--- config.mk ---
export PLATFORM = sky130hd
export DESIGN_NAME = fsm_seq_gen
export DESIGN_NICKNAME = d
export VERILOG_FILES = /design/src/rtl/fsm_seq_gen.sv
export SDC_FILE = /design/constraint.sdc
export NUM_CORES = 1
export LEC_CHECK = 0
export ABC_AREA = 1
export ABC_CLOCK_PERIOD_IN_PS = 2100
export CAP_MARGIN = 5
export CORE_MARGIN = 2
export CORE_UTILIZATION = 51
export DETAILED_ROUTE_END_ITERATION = 8
export PLACE_DENSITY = 0.83
export SYNTH_ARGS = -nofsm -noshare
export SYNTH_HDL_FRONTEND = slang
export SYNTH_SLANG_ARGS = --single-unit
--- constraint.sdc ---
create_clock -name clk -period 2.1 [get_ports clk]
set_clock_uncertainty 0.05 [all_clocks]
set_input_delay 0.315 -clock clk [delete_from_list [all_inputs] [get_ports clk]]
set_output_delay 0.315 -clock clk [all_outputs]
set_load 0.02 [all_outputs]
--- src/rtl/fsm_seq_gen.sv ---
// fsm_seq_gen: serial pattern generator. Sends a latched PAT_W-bit pattern
// MSB first, max(reps,1) times, with a one-cycle gap between repetitions and
// a one-cycle done pulse at the end. A stall input pauses the serial stream.
// Optional feature: define SEQ_GEN_PARITY_EN to append an even-parity bit
// after every transmission of the pattern.
// All outputs are registered; the registered state always describes the
// cycle that is currently visible on the outputs.
module fsm_seq_gen #(
    parameter int PAT_W = 8,
    parameter int CNT_W = 4
) (
    input  logic             clk,
    input  logic             rst,
    input  logic             start,
    input  logic [PAT_W-1:0] pattern,
    input  logic [CNT_W-1:0] reps,
    input  logic             stall,
    output logic             x,
    output logic             x_vld,
    output logic             busy,
    output logic             done
);

    localparam int IDX_W = (PAT_W > 1) ? $clog2(PAT_W) : 1;
    localparam logic [IDX_W-1:0] LAST_IDX = IDX_W'(PAT_W - 1);

    typedef enum logic [2:0] {
        S_IDLE  = 3'd0,
        S_SHIFT = 3'd1,
        S_GAP   = 3'd2,
        S_DONE  = 3'd3
`ifdef SEQ_GEN_PARITY_EN
        ,
        S_PAR   = 3'd4
`endif
    } state_t;

    state_t           r_state;
    logic [PAT_W-1:0] r_pat;
    logic [CNT_W-1:0] r_cnt;
    logic [IDX_W-1:0] r_idx;
    logic             r_x;
    logic             r_xVld;
    logic             r_busy;
    logic             r_done;

    state_t           w_nextState;
    logic [PAT_W-1:0] w_nextPat;
    logic [CNT_W-1:0] w_nextCnt;
    logic [IDX_W-1:0] w_nextIdx;
    logic             w_nextX;
    logic             w_nextXVld;
    logic             w_nextBusy;
    logic             w_nextDone;
    logic [CNT_W-1:0] w_repsEff;

    // A zero repeat count still sends the pattern once.
    assign w_repsEff = (reps == '0) ? CNT_W'(1) : reps;

`ifdef SEQ_GEN_PARITY_EN
    logic w_parity;
    assign w_parity = ^r_pat;
`endif

    // State and datapath registers; reset aborts any transfer silently.
    always_ff @(posedge clk or negedge rst) begin
        if (!rst) begin
            r_state <= S_IDLE;
            r_pat   <= '0;
            r_cnt   <= '0;
            r_idx   <= '0;
            r_x     <= 1'b0;
            r_xVld  <= 1'b0;
            r_busy  <= 1'b0;
            r_done  <= 1'b0;
        end else begin
            r_state <= w_nextState;
            r_pat   <= w_nextPat;
            r_cnt   <= w_nextCnt;
            r_idx   <= w_nextIdx;
            r_x     <= w_nextX;
            r_xVld  <= w_nextXVld;
            r_busy  <= w_nextBusy;
            r_done  <= w_nextDone;
        end
    end

    // Next state plus the output values of the next visible cycle. In SHIFT,
    // r_idx is the bit shown this cycle when r_xVld is set, otherwise the bit
    // still pending after a stall; the x_vld register doubles as that flag.
    always_comb begin
        w_nextState = r_state;
        w_nextPat   = r_pat;
        w_nextCnt   = r_cnt;
        w_nextIdx   = r_idx;
        w_nextX     = 1'b0;
        w_nextXVld  = 1'b0;
        w_nextBusy  = 1'b0;
        w_nextDone  = 1'b0;

        case (r_state)
            S_IDLE: begin
                if (start) begin
                    w_nextState = S_SHIFT;
                    w_nextPat   = pattern;
                    w_nextCnt   = w_repsEff;
                    w_nextIdx   = LAST_IDX;
                    w_nextX     = pattern[PAT_W-1];
                    w_nextXVld  = 1'b1;
                end
            end

            S_SHIFT: begin
                if (r_xVld && (r_idx == '0)) begin
`ifdef SEQ_GEN_PARITY_EN
                    w_nextState = S_PAR;
                    w_nextX     = stall ? r_x : w_parity;
                    w_nextXVld  = ~stall;
`else
                    if (r_cnt > CNT_W'(1)) begin
                        w_nextState = S_GAP;
                        w_nextCnt   = r_cnt - CNT_W'(1);
                    end else begin
                        w_nextState = S_DONE;
                    end
`endif
                end else begin
                    w_nextIdx = r_xVld ? (r_idx - IDX_W'(1)) : r_idx;
                    if (stall) begin
                        w_nextX    = r_x;
                        w_nextXVld = 1'b0;
                    end else begin
                        w_nextX    = r_pat[w_nextIdx];
                        w_nextXVld = 1'b1;
                    end
                end
            end

`ifdef SEQ_GEN_PARITY_EN
            S_PAR: begin
                if (r_xVld) begin
                    if (r_cnt > CNT_W'(1)) begin
                        w_nextState = S_GAP;
                        w_nextCnt   = r_cnt - CNT_W'(1);
                    end else begin
                        w_nextState = S_DONE;
                    end
                end else if (stall) begin
                    w_nextX    = r_x;
                    w_nextXVld = 1'b0;
                end else begin
                    w_nextX    = w_parity;
                    w_nextXVld = 1'b1;
                end
            end
`endif

            S_GAP: begin
                w_nextState = S_SHIFT;
                w_nextIdx   = LAST_IDX;
                w_nextX     = r_pat[PAT_W-1];
                w_nextXVld  = 1'b1;
            end

            S_DONE: begin
                w_nextState = S_IDLE;
            end

            default: begin
                w_nextState = S_IDLE;
            end
        endcase

        w_nextBusy = (w_nextState == S_SHIFT) || (w_nextState == S_GAP)
`ifdef SEQ_GEN_PARITY_EN
                     || (w_nextState == S_PAR)
`endif
                     ;
        w_nextDone = (w_nextState == S_DONE);
    end

    assign x     = r_x;
    assign x_vld = r_xVld;
    assign busy  = r_busy;
    assign done  = r_done;

endmodule
Word level (Yosys, flattened, before mapping)
Index checks and enable logic that the tools add are counted.

storage, ports and cells
  register bits after elaboration = 22
  input bits = 16
  output and inout bits = 4
  word-level logic and storage cells = 55

operators by class
  $add $sub $neg = 2
  order comparisons = 2
  equality and inequality tests = 10
  muxes and demuxes = 23
  reduce and logical (&&, ||, !) cells = 10

operator list
  kind                                                                             count
  3-bit case mux with 3 select lines                                               2
  4-bit 2-to-1 mux                                                                 4
  3-bit 2-to-1 mux                                                                 5
  3-bit by 2-bit == test with 1-bit output, second input constant                  3
  1-bit 2-to-1 mux                                                                 8
  2-bit != test, second input constant                                             4
  4-bit case mux with 2 select lines                                               1
  3-bit by 1-bit == test with 1-bit output, second input constant                  2
  3-bit logical NOT                                                                2
  1-bit case mux with 3 select lines                                               2
  4-bit by 1-bit greater-than comparator with 1-bit output, second input constant  1
  4-bit logical NOT                                                                1
  3-bit by 4-bit < comparator with 1-bit output, second input constant             1
  4-bit AND reduction                                                              1
  4-bit by 1-bit subtractor with 4-bit output, second input constant               1
  1-bit binary-select mux with 3-bit select                                        1
  3-bit != test, second input constant                                             1
  3-bit AND reduction                                                              1
  3-bit nonzero test                                                               1
  3-bit by 1-bit subtractor with 3-bit output, second input constant               1
  2-bit AND reduction                                                              1
  2-bit nonzero test                                                               1
  1-bit logical AND                                                                1
  1-bit logical OR                                                                 1

Depth between registers and ports, before layout
  depth after elaboration = 7
  gate-level depth with buffers = 11
  mapped depth without buffers = 11

Least setup slack after synthesis
No wires, ideal clock.

  path type = reg-to-reg
  from = reg r_idx[0]
  to = reg r_x (netlist: x)
  library setup time = 0.117 ns
  arrival time = 1.305 ns
  data required time = 1.933 ns
  path slack = 0.628 ns
  cell stages (with the launch flop) = 12
  buffers on the path = 0
  clock period less this slack = 1.472 ns
  cells stage by stage = dfrtp_1 > inv_1 > ha_1 > nand2_1 > o21ai_0 > inv_1 > nand3_1 > nand3_1 > nand3_1 > nand2_1 > nand2_1 > nand2_1

on the way
  word-level cells in the longest chain between the ends = 7
  elaborated cells on any way between the ends = 10
  those cells by class = 1 x add/sub; 1 x eq/ne; 6 x mux; 2 x reduce/logical

ends and longest elaborated chain
  element                                      line  RTL
  from (decl)                                  41    logic [IDX_W-1:0] r_idx;
  from (signal assigned)                       80    r_idx <= w_nextIdx;
  3-bit by 1-bit subtractor with 3-bit output  128   w_nextIdx = r_xVld ? (r_idx - IDX_W'(1)) : r_idx;
  3-bit 2-to-1 mux                             128
  1-bit binary-select mux with 3-bit select    133   w_nextX = r_pat[w_nextIdx];
  1-bit 2-to-1 mux (not written as such)       133
  1-bit 2-to-1 mux                             129   if (stall) begin
  1-bit 2-to-1 mux                             114   if (r_xVld && (r_idx == '0)) begin
  1-bit case mux with 3 select lines           101   case (r_state)
  to (signal assigned)                         81    r_x <= w_nextX;
  to (decl)                                    42    logic r_x;

Several ways; a longest one is shown, not always the timed one. The select of a mux whose other input is x is not followed.
A chain may end at the register's enable or synchronous reset.

Final worst setup path
  from = reg r_xVld (netlist: x_vld)
  to = out x_vld

RTL lines
  element                 line  RTL
  from (decl)             43    logic r_xVld;
  from (signal assigned)  82    r_xVld <= w_nextXVld;
  to (decl)               19    output logic x_vld,

No word-level cell between the ends.

==> impl_metrics.py <==
metrics = {
    "sta": {
        "post-route-period-util": 0.860,
        "setup_tns_ns": 0,
        "fmax_mhz": 554,
        "hold-worst-slack_ns": 0.301,
        "grt_setup_unrepaired": "false",
        "setup_viol": 0,
        "timing_hold_violations_final": 0,
        "maxSlewViolCount": 0,
        "post-route-min-period_ns": 1.81,
    },
    "power_and_ir_drop": {
        "totalPowerFinal_w": 0.00151,
        "switchingPower_w": 0.000594,
        "internal_power_w": 0.000917,
        "p_seq_frac": 0.422,
        "switching_share": 0.393,
        "p_comb_frac": 0.427,
        "power.density_nw_per_um2": 1030,
        "vdd.ir_drop.worst_mv": 0.700,
        "pwr-share-clk": 0.152,
        "cellLeakagePower_nw": 0.713,
    },
    "grt": {
        "initial_antenna_violation_count": 0,
        "grt_start_max_net_pins": 23,
        "via_count_of_the_first_global_routing_pass": 880,
        "grt.overflow.total": 0,
        "grt_first_pass_wirelength_um": 3780,
        "global_route.usage.total": 0.191,
    },
    "final_layout": {
        "area_growth_syn_to_fin_pct": 22.8,
        "n_fill_cell": 181,
        "final_util": 0.661,
        "final_layout_size_suffix_gt1_frac": 0.121,
        "post_layout_nets": 186,
        "diodes": 0,
    },
    "routing": {
        "drt-vias-per-instance": 5.06,
        "detailedRoute.firstIterationViolations": 16,
        "vias": 976,
        "firstDrtPassIters": 5,
        "finalWirelength_um": 2290,
        "final_antenna_net_count": 0,
        "drt-wirelength-per-cell_um": 11.9,
        "drcViolationCount": 0,
    },
    "die": {
        "die_w_um": 52.3,
        "num_io_pins": 20,
        "fp.coreArea_sq_um": 2210,
        "num_rows": 17,
        "die_height_um": 52.3,
        "die_area_sq_um": 2740,
        "initial_core_util": 0.538,
    },
    "setup_path": {
        "crit_path_launch_type": "flip-flop",
        "cp_data_required_time_ns": 1.74,
        "ordered_list_of_cells_on_the_worst_path": "clkdlybuf4s50_1",
        "cp_max_fo": 8,
        "timing.critical_path.buf_inv": 1,
        "crit_path_dat_ns": 1.44,
        "path_delay_family": "buffers and inverters",
        "path_class": "flip-flop to output port",
        "worstSetupEndpointType": "output port",
        "crit_path_max_incr_delay_ns": 0.65,
        "r2r_slack_ns": 0.43,
        "cp_slowest_cell": "clkdlybuf4s50_1",
    },
    "synthesis": {
        "ys_async_sr_fraction": 1.00,
        "synth_mux_area_frac": 0.00946,
        "synth_cell_types": 26,
        "yosys_most_used_dff": "dfrtp_1",
        "syn_std_cell_area_sq_um": 1190,
        "synth_area_per_cell_sq_um": 8.44,
        "synthCells": 141,
        "synth_enable_flop_cells": 0,
        "ys_seq_area_frac": 0.463,
        "post_synth_xor_area_fraction": 0.0147,
        "synthAdderAreaFrac": 0.0421,
        "ys_ff_latch": 22,
        "synth-compound-area-share": 0.121,
        "main_combinational_cell_family_by_area_after_synthesis": "simple AND/OR/NAND/NOR gates",
        "synthSimpleGateAreaFrac": 0.269,
        "synth_fp_nets": 161,
        "ys_warn_count": 0,
    },
    "clock_network": {
        "clk_pin_slew_worst_paths_ns": 0.12,
        "post_cts_hold_buffer_count": 0,
        "tritoncts": "yes",
        "root_buffer": "clkbuf_4",
        "post_cts.resized_instances": 0,
        "cts_max_level": 1,
        "cts_max_path_buffers": 2,
        "worst_skew_pair.late_latency_ns": 0.30,
        "clock_net_sink_count": 22,
        "cts_buffers": 3,
        "post_cts.repair.setup_buffers": 0,
    },
    "placed_design": {
        "port-buffer-count": 19,
        "hpwl_um": 1830,
        "routabilityCongestion": 0.966,
    },
    "outcome": {
        "status": "complete, no violations",
    },
    "job": {
        "cap_viol_max_count": 0,
    },
    "min_path": {
        "holdCritPathClass": "input pin to asynchronous set/reset pin",
    },
}
-- cells in the final DEF (no fill, tap or decap), types with 2 or more instances in the layout --
| cell | count |
|---|---|
| dfrtp_1 | 22 |
| buf_4 | 2 |
| o21ai_0 | 14 |
| nor2_4 | 3 |
| nand2_2 | 4 |
| nand3_1 | 14 |
| o21ai_1 | 3 |
| clkdlybuf4s50_1 | 19 |
| nor2_1 | 3 |
| inv_1 | 21 |
| a22oi_1 | 3 |
| clkbuf_4 | 3 |
| nand2_1 | 34 |
| o211ai_1 | 2 |
| ha_1 | 4 |
-- kinds of logic (layout without fill, tap and decap cells) --
group	count (synthesis)	after routing
AO/OA/AOI/OAI	23	23
XOR/XNOR	2	2
adder cells (fa/ha/maj)	4	4
buffers and inverters	24	48
flip-flops	22	22
multiplexers	1	1
other	1	1
AND/OR/NAND/NOR	64	64
-- path summary, 6_finish.rpt --
| path | startpoint | end | depth (start not counted) |
|---|---|---|---|
| setup / recovery | x_vld | x_vld | 1 |
| hold / removal | rst | r_idx[2] | 2 |
| setup reg to reg | r_idx[0] | r_cnt[3] | 10 |
| hold reg to reg | x | x | 2 |
| max in group asynchronous | rst | r_state[2] | 2 |
| min in group clk | x | x | 2 |
-- through the flow --
stage	area, sq um	std cells	worst slack [ns]
2_1_floorplan	1190	141	0.628
3_3_place_gp	1430	189	0.450
3_5_place_dp	1430	189	0.430
4_1_cts	1460	193	0.279
5_1_grt	1460	193	0.221
6_report	1460	193	0.295
-- cell usage after synthesis, types with 2 or more instances --
| master | n | share of area |
|---|---|---|
| o21ai_1 | 3 | 0.013 |
| nand2_1 | 34 | 0.11 |
| o211ai_1 | 2 | 0.013 |
| nand2_2 | 4 | 0.021 |
| nor2_4 | 3 | 0.028 |
| a22oi_1 | 3 | 0.019 |
| inv_1 | 21 | 0.066 |
| nor2_1 | 3 | 0.0095 |
| nand3_1 | 14 | 0.059 |
| ha_1 | 4 | 0.042 |
| dfrtp_1 | 22 | 0.46 |
| o21ai_0 | 14 | 0.059 |
-- final cells by class --
type,instances,area [sq um],area share
Clock buffer,4,36.3,0.0248
Inverter,23,87.6,0.0599
Multi-Input combinational cell,95,547,0.374
Sequential cell,22,551,0.377
Tap cell,28,35.0,0.0240
Timing Repair Buffer,21,205,0.140
-- sequential cells by signal (all words and copies together), names as in the netlist --
register  count
r_idx         3
done          1
r_pat         8
x_vld         1
busy          1
x             1
r_state       3
r_cnt         4
-- metal layers --
| layer | share of wire | up-vias | GRT usage |
|---|---|---|---|
| met5 | 0 | - | 0 |
| li1 | - | 499 | - |
| met3 | 0.052 | 6 | 0.0371 |
| met4 | 0.016 | 0 | 0.0769 |
| met2 | 0.48 | 25 | 0.302 |
| met1 | 0.45 | 446 | 0.255 |
-- power by group through the flow --
stage / Sequential (W) / Combinational (W) / Clock [W]
6_report: 0.000637 / 0.000645 / 0.000229
5_1_grt: 0.000649 / 0.000731 / 0.000253
4_1_cts: 0.000637 / 0.000648 / 0.000236
3_5_place_dp: 0.000645 / 0.000644 / 0
3_3_place_gp: 0.000638 / 0.000614 / 0
2_1_floorplan: 0.000646 / 0.000451 / 0
Note: power is estimated with default switching activity, not from simulation.
